$ cat config.mk
export PLATFORM = sky130hd
export DESIGN_NAME = comparator_search
export DESIGN_NICKNAME = d
export VERILOG_FILES = /design/src/rtl/comparator_search.sv
export SDC_FILE = /design/constraint.sdc
export NUM_CORES = 1
export LEC_CHECK = 0
export BUFFER_PORTS_ARGS = -buffer_cell sky130_fd_sc_hd__buf_2
export CORE_MARGIN = 2
export CORE_UTILIZATION = 58
export CTS_CLUSTER_SIZE = 30
export DETAILED_ROUTE_END_ITERATION = 6
export HOLD_SLACK_MARGIN = 0.03
export PLACE_DENSITY = 0.81
export SLEW_MARGIN = 20
export SYNTH_ARGS = -nofsm -noshare
export SYNTH_HDL_FRONTEND = slang
export SYNTH_SLANG_ARGS = --single-unit
$ cat constraint.sdc
create_clock -name clk -period 4.8 [get_ports clk]
set_clock_uncertainty 0.2 [all_clocks]
set_input_delay 0.96 -clock clk [delete_from_list [all_inputs] [get_ports clk]]
set_output_delay 0.96 -clock clk [all_outputs]
set_load 0.02 [all_outputs]
$ cat src/rtl/comparator_search.sv
// comparator_search: binary-search initiator that recovers the comparator's a operand by probing b.
// Optional macro COMPARATOR_SEARCH_CHECK_EN adds the err port flagging contradictory g=l=1 verdicts.
module comparator_search #(
   parameter int WIDTH = 2
) (
   input  logic             clk,
   input  logic             rst_n,
   input  logic             start,
   input  logic             g,
   input  logic             l,
   output logic [WIDTH-1:0] probe,
   output logic             busy,
   output logic             done,
   output logic             found,
   output logic [WIDTH-1:0] result
`ifdef COMPARATOR_SEARCH_CHECK_EN
   ,
   output logic             err
`endif
);
   localparam logic [WIDTH-1:0] MAXP  = {WIDTH{1'b1}};
   localparam logic [WIDTH-1:0] FIRST = MAXP >> 1;
   localparam logic [WIDTH:0]   TOP   = {1'b0, MAXP};
   typedef enum logic [1:0] {IDLE, PROBE, DONE} state_t;
   state_t state;
   logic [WIDTH:0] lo, hi, nlo, nhi;
   logic [WIDTH-1:0] nmid;
   logic at_edge, empty, bad;
   // Narrow the window from the current verdict; g wins over l when both are high
   always_comb begin
      nlo     = g ? {1'b0, probe} + 1'b1 : lo;
      nhi     = (!g && l) ? {1'b0, probe} - 1'b1 : hi;
      nmid    = WIDTH'((nlo + nhi) >> 1);
      at_edge = g ? (probe == MAXP) : (probe == '0);
      empty   = nlo > nhi;
`ifdef COMPARATOR_SEARCH_CHECK_EN
      bad     = g & l;
`else
      bad     = 1'b0;
`endif
   end
   // Search FSM with registered outputs; reset aborts any search without a done pulse
   always_ff @(posedge clk) begin
      if (!rst_n) begin
         state  <= IDLE;
         lo     <= '0;
         hi     <= TOP;
         probe  <= '0;
         busy   <= 1'b0;
         done   <= 1'b0;
         found  <= 1'b0;
         result <= '0;
`ifdef COMPARATOR_SEARCH_CHECK_EN
         err    <= 1'b0;
`endif
      end else begin
         case (state)
            IDLE: begin
               done <= 1'b0;
               if (start) begin
                  lo    <= '0;
                  hi    <= TOP;
                  probe <= FIRST;
                  found <= 1'b0;
                  busy  <= 1'b1;
`ifdef COMPARATOR_SEARCH_CHECK_EN
                  err   <= 1'b0;
`endif
                  state <= PROBE;
               end
            end
            PROBE: begin
               if (bad) begin
`ifdef COMPARATOR_SEARCH_CHECK_EN
                  err    <= 1'b1;
`endif
                  found  <= 1'b0;
                  result <= probe;
                  busy   <= 1'b0;
                  done   <= 1'b1;
                  state  <= DONE;
               end else if (!g && !l) begin
                  result <= probe;
                  found  <= 1'b1;
                  busy   <= 1'b0;
                  done   <= 1'b1;
                  state  <= DONE;
               end else if (at_edge || empty) begin
                  found  <= 1'b0;
                  busy   <= 1'b0;
                  done   <= 1'b1;
                  state  <= DONE;
               end else begin
                  lo     <= nlo;
                  hi     <= nhi;
                  probe  <= nmid;
               end
            end
            DONE: begin
               done  <= 1'b0;
               state <= IDLE;
            end
            default: state <= IDLE;
         endcase
      end
   end
endmodule
### After elaboration in Yosys (flattened, before gate mapping)

Index checks and enable logic that the tools add are counted.

| word-level totals | value |
|---|---|
| bits of input ports | 5 |
| output and inout port bits | 7 |
| word-level logic and storage cells | 62 |
| register bits | 15 |

| cells by class | value |
|---|---|
| equal/unequal tests | 7 |
| mux-type cells | 28 |
| $lt $le $gt $ge | 1 |
| add/subtract/negate cells | 3 |
| reductions and logical operators | 15 |

Operators by type and width:

| cell | number |
|---|---|
| $mux W3 | 8 |
| $pmux W3 S2 | 2 |
| $mux W2 | 5 |
| $mux W1 | 8 |
| $pmux W2 S2 | 2 |
| $ne A2 B2 Y1 const B | 3 |
| $pmux W1 S2 | 3 |
| $reduce_and A2 Y1 | 3 |
| $eq A2 B2 Y1 const B | 2 |
| $logic_not A2 Y1 | 2 |
| $reduce_and A4 Y1 | 1 |
| $reduce_bool A2 Y1 | 2 |
| $add A2 B1 Y3 const B | 1 |
| $add A3 B3 Y3 | 1 |
| $gt A3 B3 Y1 | 1 |
| $ne A3 B3 Y1 const B | 1 |
| $reduce_and A3 Y1 | 1 |
| $sub A2 B1 Y3 const B | 1 |
| $eq A2 B1 Y1 const B | 1 |
| $logic_and A1 B1 Y1 | 2 |
| $logic_not A1 Y1 | 2 |
| $reduce_or A2 Y1 | 1 |
| $logic_or A1 B1 Y1 | 1 |

### Longest topological paths before layout

Gate-level depths: netlist of the first run.

| depth | value |
|---|---|
| depth in word-level cells | 8 |
| gate-level depth with buffers | 10 |
| mapped depth without buffers | 10 |

### Least setup slack after synthesis of the first run

OpenSTA, ideal clock, no wires.

| path | value |
|---|---|
| path kind | input -> register |
| start point | input port g |
| end point | register hi[0] |
| slack | 1.663 ns |
| arrival time | 2.815 ns |
| setup time | 0.122 ns |
| required time | 4.478 ns |
| buffers on the path | 0 |
| stages | 8 |
| path through | nand2b_1 > a21oi_1 > inv_1 > ha_1 > or3b_2 > a211oi_1 > o21ai_1 > o32a_1 |

| between the ends | value |
|---|---|
| word-level cells in the longest chain between the ends | 7 |
| elaborated cells on any way between the ends | 14 |
| classes of those cells | order compare (1); eq/ne (2); mux (6); reduce/logical (5) |

RTL lines:

| item | line | RTL |
|---|---|---|
| start, declared | 9 | `input logic g,` |
| $logic_not A1 Y1 | 32, 82 |  |
| $logic_and A1 B1 Y1 | 32 | `nhi = (!g && l) ? {1'b0, probe} - 1'b1 : hi;` |
| $mux W3 | 32 |  |
| $gt A3 B3 Y1 | 35 | `empty = nlo > nhi;` |
| $logic_or A1 B1 Y1 | 88 | `end else if (at_edge \|\| empty) begin` |
| $ne A2 B2 Y1 (no line) | n/a |  |
| $reduce_and A4 Y1 (no line) | n/a |  |
| end signal, assigned | 95 | `hi <= nhi;` |
| end, declared | 26 | `logic [WIDTH:0] lo, hi, nlo, nhi;` |

Parallel ways exist; a longest one is shown, timed or not. The select of a mux whose other input is x is not followed.
A chain may end at the register's enable or synchronous reset.

### Worst setup path after layout of the first run

Same ends and word-level chain as after synthesis.

==> impl_metrics.env, run 1 <==
export IMPL_status="finished, final reports clean"
export IMPL_drt_wl_total_mm=1.74
export IMPL_drv_slew=0
export IMPL_synth_area_um2=823
export IMPL_ys_ff_latch=15
export IMPL_grt_max_degree=13
export IMPL_first_pass_iters=4
export IMPL_ir_drop_mv=0.154
export IMPL_tightest_slew_ns=0.745
export IMPL_worstHoldStart="hi[2]$_SDFFE_PN0P_"
export IMPL_crit_type="in -> reg"
export IMPL_end_kind="flop"
export IMPL_nets=112
export IMPL_r2r_slack_ns=1.68
export IMPL_cts_clk_slew_worst_paths_ns=0.09
export IMPL_core_area_um2=1320
export IMPL_critPathMaxFanout=7
export IMPL_finalSetupViolCount=0
export IMPL_num_vias=687
export IMPL_hold_viol=0
export IMPL_max_slew_margin_pct=49.9
export IMPL_overflow=0
export IMPL_synth_edff_count=0
export IMPL_htreeDepth=1
export IMPL_timing_fmax_mhz=300
export IMPL_synth_cell_types=35
export IMPL_cts_root_buf="clkbuf_4"
export IMPL_worstPathRequired_ns=4.78
export IMPL_crit_start="g"
export IMPL_cts_sinks=15
export IMPL_start_util_pct=62.5
export IMPL_post_dp_hpwl_mm=1.35
export IMPL_grt_setup_unrepaired="false"
export IMPL_cts_made_buffers=3
export IMPL_place_port_buffers=11
export IMPL_ant_nets=0
export IMPL_ioPinCount=12
export IMPL_drtIter0Drc=20
export IMPL_cts_tree="done"
export IMPL_p_leak_uw=0.000402
export IMPL_hold_buffers=0
export IMPL_r2r_end="hi[0]$_SDFFE_PN1P_"
export IMPL_fp_dieH_um=41.7
export IMPL_final_core_util_pct=69.9
export IMPL_die_w_um=41.7
export IMPL_r2r_cells=10
export IMPL_insertion_delay_ns=0.28
export IMPL_synthFlopType="dfxtp_1"
export IMPL_avgViaCountPerCell=6.13
export IMPL_yosysWarnings=0
export IMPL_gp_congestion=0.927
export IMPL_antenna_found_initial=0
export IMPL_grt_pass1_vias=707
export IMPL_post_cts_buffers=0
export IMPL_cap_violations=0
export IMPL_start_kind="input port"
export IMPL_avgSynthCellArea_um2=9.92
export IMPL_track_usage_pct=22.2
export IMPL_fin_crit_sh_pct=69.5
export IMPL_synthesis_nets=97
export IMPL_drcViolationCount=0
export IMPL_num_antenna_cells=0
export IMPL_die_area_um2=1740
export IMPL_yosysSeqAreaShare_pct=36.5
export IMPL_syn_inst=83
export IMPL_post_route_min_period_ns=3.34
export IMPL_area_growth_pct=11.9
export IMPL_reg2reg_from="probe[0]$_SDFFE_PN0P_"
export IMPL_crit_end="hi[0]$_SDFFE_PN1P_"
export IMPL_routedWlPerCell_um=15.5
export IMPL_cts_buffer_depth=2
export IMPL_drive_gt1_share_pct=23.7
export IMPL_rows=13
export IMPL_post_cts_resized=0
export IMPL_cellPowerDensity_nw_per_um2=305
export IMPL_async_flop_share_pct=0
export IMPL_grt_pass1_wl_mm=2.96
export IMPL_fin_tns_setup_ns=0
export IMPL_arrival_ns=3.32
export IMPL_hold_class="reg -> reg"
==> report_power, final <==
part	internal, µW	switching (µW)
Sequential	131	5.78
Clock	31.0	40.7
Combinational	29.2	43.3
==> layer usage <==
layer  global-route usage, %  wire length [µm]  part of all wire [%]
met3                    4.35                45                   2.6
met2                    38.4               841                    48
met1                    25.5               814                    47
met4                    11.6                38                   2.2
met5                       0                 0                     0
==> cell usage after synthesis (2+ instances only) <==
master	instances	area (µm²)
a211oi_1	2	15.0
a21oi_1	6	30.0
a32o_1	3	30.0
dfxtp_1	15	300
ha_1	8	100
inv_1	8	30.0
mux2_2	3	33.8
mux2i_1	3	30.0
nand3_1	3	15.0
nor2_1	4	15.0
o21ai_0	4	20.0
==> worst min-delay path by stage <==
stage	endpoint	cells past startpoint
after detailed placement	hi[2]$_SDFFE_PN0P_	2
final	hi[2]$_SDFFE_PN0P_	2
after global routing	hi[1]$_SDFFE_PN1P_	1
after global placement	hi[2]$_SDFFE_PN0P_	2
after CTS	hi[2]$_SDFFE_PN0P_	2
after floorplan	hi[2]$_SDFFE_PN0P_	2
==> state kept, by name, summed over array words and instances, names as in the netlist <==
name and cells:
probe 2, lo 3, found 1, done 1, hi 3, result 2
state 2, busy 1
==> area by class of cell <==
class | count | area, µm²
multi-input combinational | 59 | 489
fill | 104 | 397
sequential | 15 | 300
timing repair buffer | 11 | 55.1
inverter | 8 | 30.0
clock buffer | 3 | 22.5
tap | 15 | 18.8
clock inverter | 1 | 5.00
==> stage by stage <==
step | power (µW) | cells | setup slack (ns) | hold slack [ns] | area [µm²]
6_report | 280 | 112 | 1.46 | 0.270 | 921
5_1_grt | 297 | 112 | 1.31 | 0.304 | 921
4_1_cts | 281 | 112 | 1.50 | 0.272 | 921
3_5_place_dp | 211 | 108 | 1.20 | 0.259 | 893
3_3_place_gp | 209 | 108 | 1.25 | 0.250 | 893
2_1_floorplan | 191 | 83 | 1.66 | 0.234 | 823
==> cell usage in the layout (no fill, tap or decap), types with 2 or more instances in the layout <==
| cell | instances |
|---|---|
| dfxtp_1 | 15 |
| buf_2 | 11 |
| inv_1 | 8 |
| ha_1 | 8 |
| a21oi_1 | 6 |
| nor2_1 | 4 |
| o21ai_0 | 4 |
| mux2_2 | 3 |
| mux2i_1 | 3 |
| nand3_1 | 3 |
| a32o_1 | 3 |
| clkbuf_4 | 3 |
| a211oi_1 | 2 |
==> cells by family after synthesis <==
family / count (synthesis) / share of synthesized area, %
buffers and inverters: 9 / 4.10
XOR/XNOR: 1 / 1.06
AO/OA/AOI/OAI: 26 / 23.7
AND/OR/NAND/NOR: 17 / 12.3
multiplexers: 6 / 7.75
adder cells (fa/ha/maj): 9 / 14.6
flip-flops: 15 / 36.5
==> critical path: stages <==
cell and delay (ns):
buf_2 0.15, nand2b_1 0.23, nor2_1 0.06, a21oi_1 0.25, inv_1 0.13, ha_1 0.30, or3b_2 0.49, a211oi_1 0.33
o21ai_1 0.21, o32a_1 0.20
No activity file was read; power rests on OpenSTA's default activity.
==> run 2: changes to the inputs <==
Settings changed: CORE_UTILIZATION 58 to 48, PLACE_DENSITY 0.81 to 0.72.
Clock period 4.8 ns to 2.8 ns, I/O delays scaled along.
==> run 2 against run 1 <==
Cell count grew 15%. Sequential power increased by 71%. First-iteration DRC count shrank 10%. Hold slack better by 0.0096 ns. Critical endpoint is now lo[0]$_SDFFE_PN0P_. Flip-flop and latch count is the same. Register-to-register slack got worse by 1.6 ns. Setup slack got worse by 1.4 ns.
==> impl_metrics.env, run 2 (synthesis gave the netlist of run 1 again) <==
export IMPL_start_kind="flop"
export IMPL_core_area_um2=1560
export IMPL_post_dp_hpwl_mm=1.61
export IMPL_cap_violations=0
export IMPL_dp_cells=125
export IMPL_power_switching_uw=172
export IMPL_gp_congestion=0.809
export IMPL_cts_made_buffers=3
export IMPL_placed_area_um2=1020
export IMPL_hold_viol=0
export IMPL_area_growth_pct=33.9
export IMPL_ir_drop_mv=0.315
export IMPL_highest_layer="met3"
export IMPL_finalSetupViolCount=0
export IMPL_drv_slew=0
export IMPL_arrival_ns=2.69
export IMPL_htreeDepth=1
export IMPL_met1_length_um=894
export IMPL_fin_area_um2=1100
export IMPL_drcViolationCount=0
export IMPL_comb_power_share_pct=33.0
export IMPL_reg_top3="hi x3, lo x3"
export IMPL_rows=14
export IMPL_die_w_um=45.4
export IMPL_ioPinCount=12
export IMPL_drtIter0Drc=18
export IMPL_seqPwrFrac_pct=43.7
export IMPL_end_kind="flop"
export IMPL_cts_clk_slew_worst_paths_ns=0.09
export IMPL_met2WireLength_mm=1.10
export IMPL_internal_power_uw=361
export IMPL_cts_sinks=15
export IMPL_mostFrequentLayoutCell="buf_4"
export IMPL_die_area_um2=2060
export IMPL_antenna_found_initial=0
export IMPL_fp_dieH_um=45.4
export IMPL_fin_tns_setup_ns=0
export IMPL_drt_wl_total_mm=2.12
export IMPL_critPathMaxFanout=6
export IMPL_track_usage_pct=22.3
export IMPL_r2r_cells=11
export IMPL_status="finished, final reports clean"
export IMPL_avgViaCountPerCell=5.84
export IMPL_fin_crit_sh_pct=96.7
export IMPL_ant_nets=0
export IMPL_cellPowerDensity_nw_per_um2=483
export IMPL_first_pass_iters=4
export IMPL_cts_buffer_depth=2
export IMPL_wl_met3_um=119
export IMPL_r2r_slack_ns=0.09
export IMPL_grt_pass1_vias=722
export IMPL_hold_class="reg -> reg"
export IMPL_p_clk_share_pct=23.3
export IMPL_drive_gt1_share_pct=43.4
export IMPL_grt_max_degree=13
export IMPL_place_port_buffers=11
export IMPL_insertion_delay_ns=0.29
export IMPL_tightest_slew_ns=0.397
export IMPL_layout_common_cells="buf_4, dfxtp_1, buf_2, inv_1, ha_1"
export IMPL_routedWlPerCell_um=16.4
export IMPL_worstPathRequired_ns=2.78
export IMPL_num_vias=753
export IMPL_nets=128
export IMPL_p_leak_uw=0.000492
export IMPL_start_util_pct=52.8
export IMPL_power_uw=533
export IMPL_post_cts_buffers=0
export IMPL_swShare_pct=32.2
export IMPL_crit_type="reg -> reg"
export IMPL_cts_tree="done"
export IMPL_overflow=0
export IMPL_grt_pass1_wl_mm=3.21
export IMPL_max_slew_margin_pct=73.2
export IMPL_post_route_min_period_ns=2.71
export IMPL_min_path_cells=2
export IMPL_cts_root_buf="clkbuf_4"
export IMPL_timing_fmax_mhz=369
export IMPL_stdcell_count=129
export IMPL_num_antenna_cells=0
==> run 2: changes by cell type in the layout (fill, tap and decap cells not counted), sizes merged <==
cell / change
buf: +16
==> run 2: critical path, stage by stage, from the launching register on <==
cell and delay, ns:
dfxtp_2 0.34, inv_1 0.05, ha_1 0.32, nor2_1 0.16, a21oi_2 0.06, inv_1 0.11, ha_4 0.21, or3b_2 0.51
a21oi_2 0.18, a211oi_1 0.07, buf_4 0.17, a32o_1 0.20
==> run 2: power groups by stage <==
stage / clock network, µW / logic (µW) / registers (µW)
after floorplan: 0 / 82.2 / 245
after global placement: 0 / 154 / 237
after detailed placement: 0 / 159 / 237
after CTS: 126 / 159 / 233
after global routing: 138 / 188 / 234
final: 124 / 176 / 233
==> run 2: final timing paths <==
kind | from | to
hold reg to reg | done$_SDFFE_PN0P_ | done$_SDFFE_PN0P_
hold / removal | done$_SDFFE_PN0P_ | done$_SDFFE_PN0P_
setup / recovery | probe[0]$_SDFFE_PN0P_ | lo[0]$_SDFFE_PN0P_
setup reg to reg | probe[0]$_SDFFE_PN0P_ | lo[0]$_SDFFE_PN0P_
==> run 2: cell type report <==
class / instances / area (µm²)
timing repair buffer: 27 / 175
multi-input combinational: 59 / 547
fill: 118 / 457
clock inverter: 1 / 5.00
sequential: 15 / 303
clock buffer: 3 / 22.5
inverter: 8 / 30.0
tap: 16 / 20.0
==> run 2: stage by stage <==
stage	hold slack, ns	utilization [%]	setup slack [ns]
after floorplan	0.234	-	0.00312
after global placement	0.261	65.2	-0.106
after detailed placement	0.266	65.2	-0.177
after CTS	0.288	67.0	0.00857
after global routing	0.320	70.7	-0.0380
final	0.280	70.7	0.0935
==> run 2: repair_timing <==
| action | 4_1_cts | 5_1_grt |
|---|---|---|
| resized for setup | 0 | 10 |
| hold buffers | 0 | 0 |
| setup endpoints to repair | 0 | 12 |
==> run 2: per-layer routing <==
layer / vias to the layer above / track usage, %
li1: 370 / -
met1: 360 / 25.6
met2: 23 / 40.6
met3: 0 / 5.95
met4: 0 / 5.29
met5: - / 0
==> run 3: changes to the inputs <==
Settings changed: CORE_UTILIZATION 48 to 58, GPL_TIMING_DRIVEN from default to 0, PLACE_DENSITY 0.72 to 0.81.
Clock period 2.8 ns to 3.2 ns, I/O delays scaled along.
==> run 3 against run 2 <==
Cell count is 12% lower. Register-to-register slack improved by 0.06 ns. Total power is 21% lower. Die area fell by 16%. Flip-flop and latch count unchanged. Global-route usage decreased by 0.24 points. Sequential share of layout area grew 4.8 points. Critical endpoint is now hi[0]$_SDFFE_PN1P_. First-iteration DRC count decreased by 33%. Setup slack gained 0.056 ns.
==> impl_metrics.env, run 3 (synthesis gave the netlist of run 1 again) <==
export IMPL_cts_made_buffers=3
export IMPL_ant_nets=0
export IMPL_hold_viol=0
export IMPL_num_fill_cells=111
export IMPL_crit_type="reg -> reg"
export IMPL_tightest_slew_ns=0.719
export IMPL_cts_tree="done"
export IMPL_grt_pass1_vias=678
export IMPL_worstPathRequired_ns=3.19
export IMPL_area_growth_pct=12.9
export IMPL_grt_setup_unrepaired="false"
export IMPL_die_w_um=41.7
export IMPL_post_dp_hpwl_mm=1.30
export IMPL_swShare_pct=31.9
export IMPL_p_clk_share_pct=25.2
export IMPL_fin_crit_sh_pct=95.3
export IMPL_ir_drop_mv=0.257
export IMPL_routedWlPerCell_um=15.3
export IMPL_start_kind="flop"
export IMPL_rows=13
export IMPL_htreeDepth=1
export IMPL_hold_buffers=0
export IMPL_post_cts_resized=0
export IMPL_status="finished, final reports clean"
export IMPL_drive_gt1_share_pct=24.5
export IMPL_gp_congestion=0.812
export IMPL_fp_dieH_um=41.7
export IMPL_drv_slew=0
export IMPL_r2r_cells=10
export IMPL_overflow=0
export IMPL_die_area_um2=1740
export IMPL_critPathMaxFanout=5
export IMPL_fin_tns_setup_ns=0
export IMPL_power_switching_uw=134
export IMPL_min_path_cells=2
export IMPL_post_route_min_period_ns=3.05
export IMPL_drtIter0Drc=12
export IMPL_insertion_delay_ns=0.29
export IMPL_mostFrequentLayoutCell="dfxtp_1"
export IMPL_cap_violations=0
export IMPL_cts_root_buf="clkbuf_4"
export IMPL_ioPinCount=12
export IMPL_p_leak_uw=0.000404
export IMPL_grt_pass1_wl_mm=2.89
export IMPL_num_antenna_cells=0
export IMPL_antenna_found_initial=0
export IMPL_comb_power_share_pct=25.9
export IMPL_end_kind="flop"
export IMPL_cts_clk_slew_worst_paths_ns=0.09
export IMPL_timing_fmax_mhz=328
export IMPL_post_cts_buffers=0
export IMPL_first_pass_iters=5
export IMPL_cellPowerDensity_nw_per_um2=452
export IMPL_track_usage_pct=22.1
export IMPL_hold_slack_ns=0.277
export IMPL_drt_wl_total_mm=1.73
export IMPL_reg_top3="hi x3, lo x3"
export IMPL_place_port_buffers=11
export IMPL_layout_common_cells="dfxtp_1, buf_2, inv_1, ha_1, a21oi_1"
export IMPL_hold_class="reg -> reg"
export IMPL_avgViaCountPerCell=6.33
export IMPL_fin_ws_ns=0.149
export IMPL_arrival_ns=3.04
export IMPL_nets=113
export IMPL_drcViolationCount=0
export IMPL_internal_power_uw=286
export IMPL_grt_max_degree=11
export IMPL_seqPwrFrac_pct=48.9
export IMPL_place_ws_ns=-0.0963
export IMPL_cts_buffer_depth=2
export IMPL_power_uw=420
export IMPL_num_vias=715
export IMPL_start_util_pct=62.5
export IMPL_max_slew_margin_pct=51.6
export IMPL_core_area_um2=1320
export IMPL_dp_cells=109
export IMPL_cts_sinks=15
export IMPL_stdcell_count=113
export IMPL_finalSetupViolCount=0
## run 3: stage by stage
step,utilization [%],area [µm²]
after floorplan,-,823
after global placement,68.1,897
after detailed placement,68.1,897
after CTS,70.2,925
after global routing,70.6,930
final,70.6,930
## run 3: worst paths after layout
path	slack, ns	to	start
min reg2reg	0.28	done$_SDFFE_PN0P_	done$_SDFFE_PN0P_
max	0.15	hi[0]$_SDFFE_PN1P_	probe[0]$_SDFFE_PN0P_
min	0.28	done$_SDFFE_PN0P_	done$_SDFFE_PN0P_
max reg2reg	0.15	hi[0]$_SDFFE_PN1P_	probe[0]$_SDFFE_PN0P_
## run 3: metal layers
layer / up-vias / GRT usage (%) / part of all wire, %
met3: 4 / 8.26 / 4.3
met5: - / 0 / 0
met2: 20 / 40.0 / 52
li1: 340 / - / -
met4: 0 / 7.74 / 1.4
met1: 351 / 23.0 / 42
## run 3: layout make-up
| class | instances | area (µm²) | share of cell area [%] |
|---|---|---|---|
| clock inverters | 1 | 5.00 | 0.538 |
| clock buffers | 3 | 22.5 | 2.42 |
| well taps | 15 | 18.8 | 2.02 |
| multi-input cells | 59 | 494 | 53.2 |
| plain buffers | 1 | 3.75 | 0.404 |
| inverters | 8 | 30.0 | 3.23 |
| flip-flops and latches | 15 | 300 | 32.3 |
| repair buffers | 11 | 55.1 | 5.92 |
## run 3: power groups by stage
stage               clock network, µW  registers, µW  logic (µW)
finish                            106            205         109
global placement                    0            209         103
global route                      121            207         119
detailed placement                  0            209         106
CTS                               111            205         108
floorplan                           0            214        71.9
## run 3: worst max-delay path, cell delays in order, from the launching register on
cell      delay, ns
dfxtp_1        0.42
inv_1          0.13
ha_1           0.32
nor2_1         0.05
a21oi_1        0.20
inv_1          0.12
ha_1           0.30
or3b_2         0.48
a211oi_1       0.30
o21ai_1        0.22
o32a_1         0.22
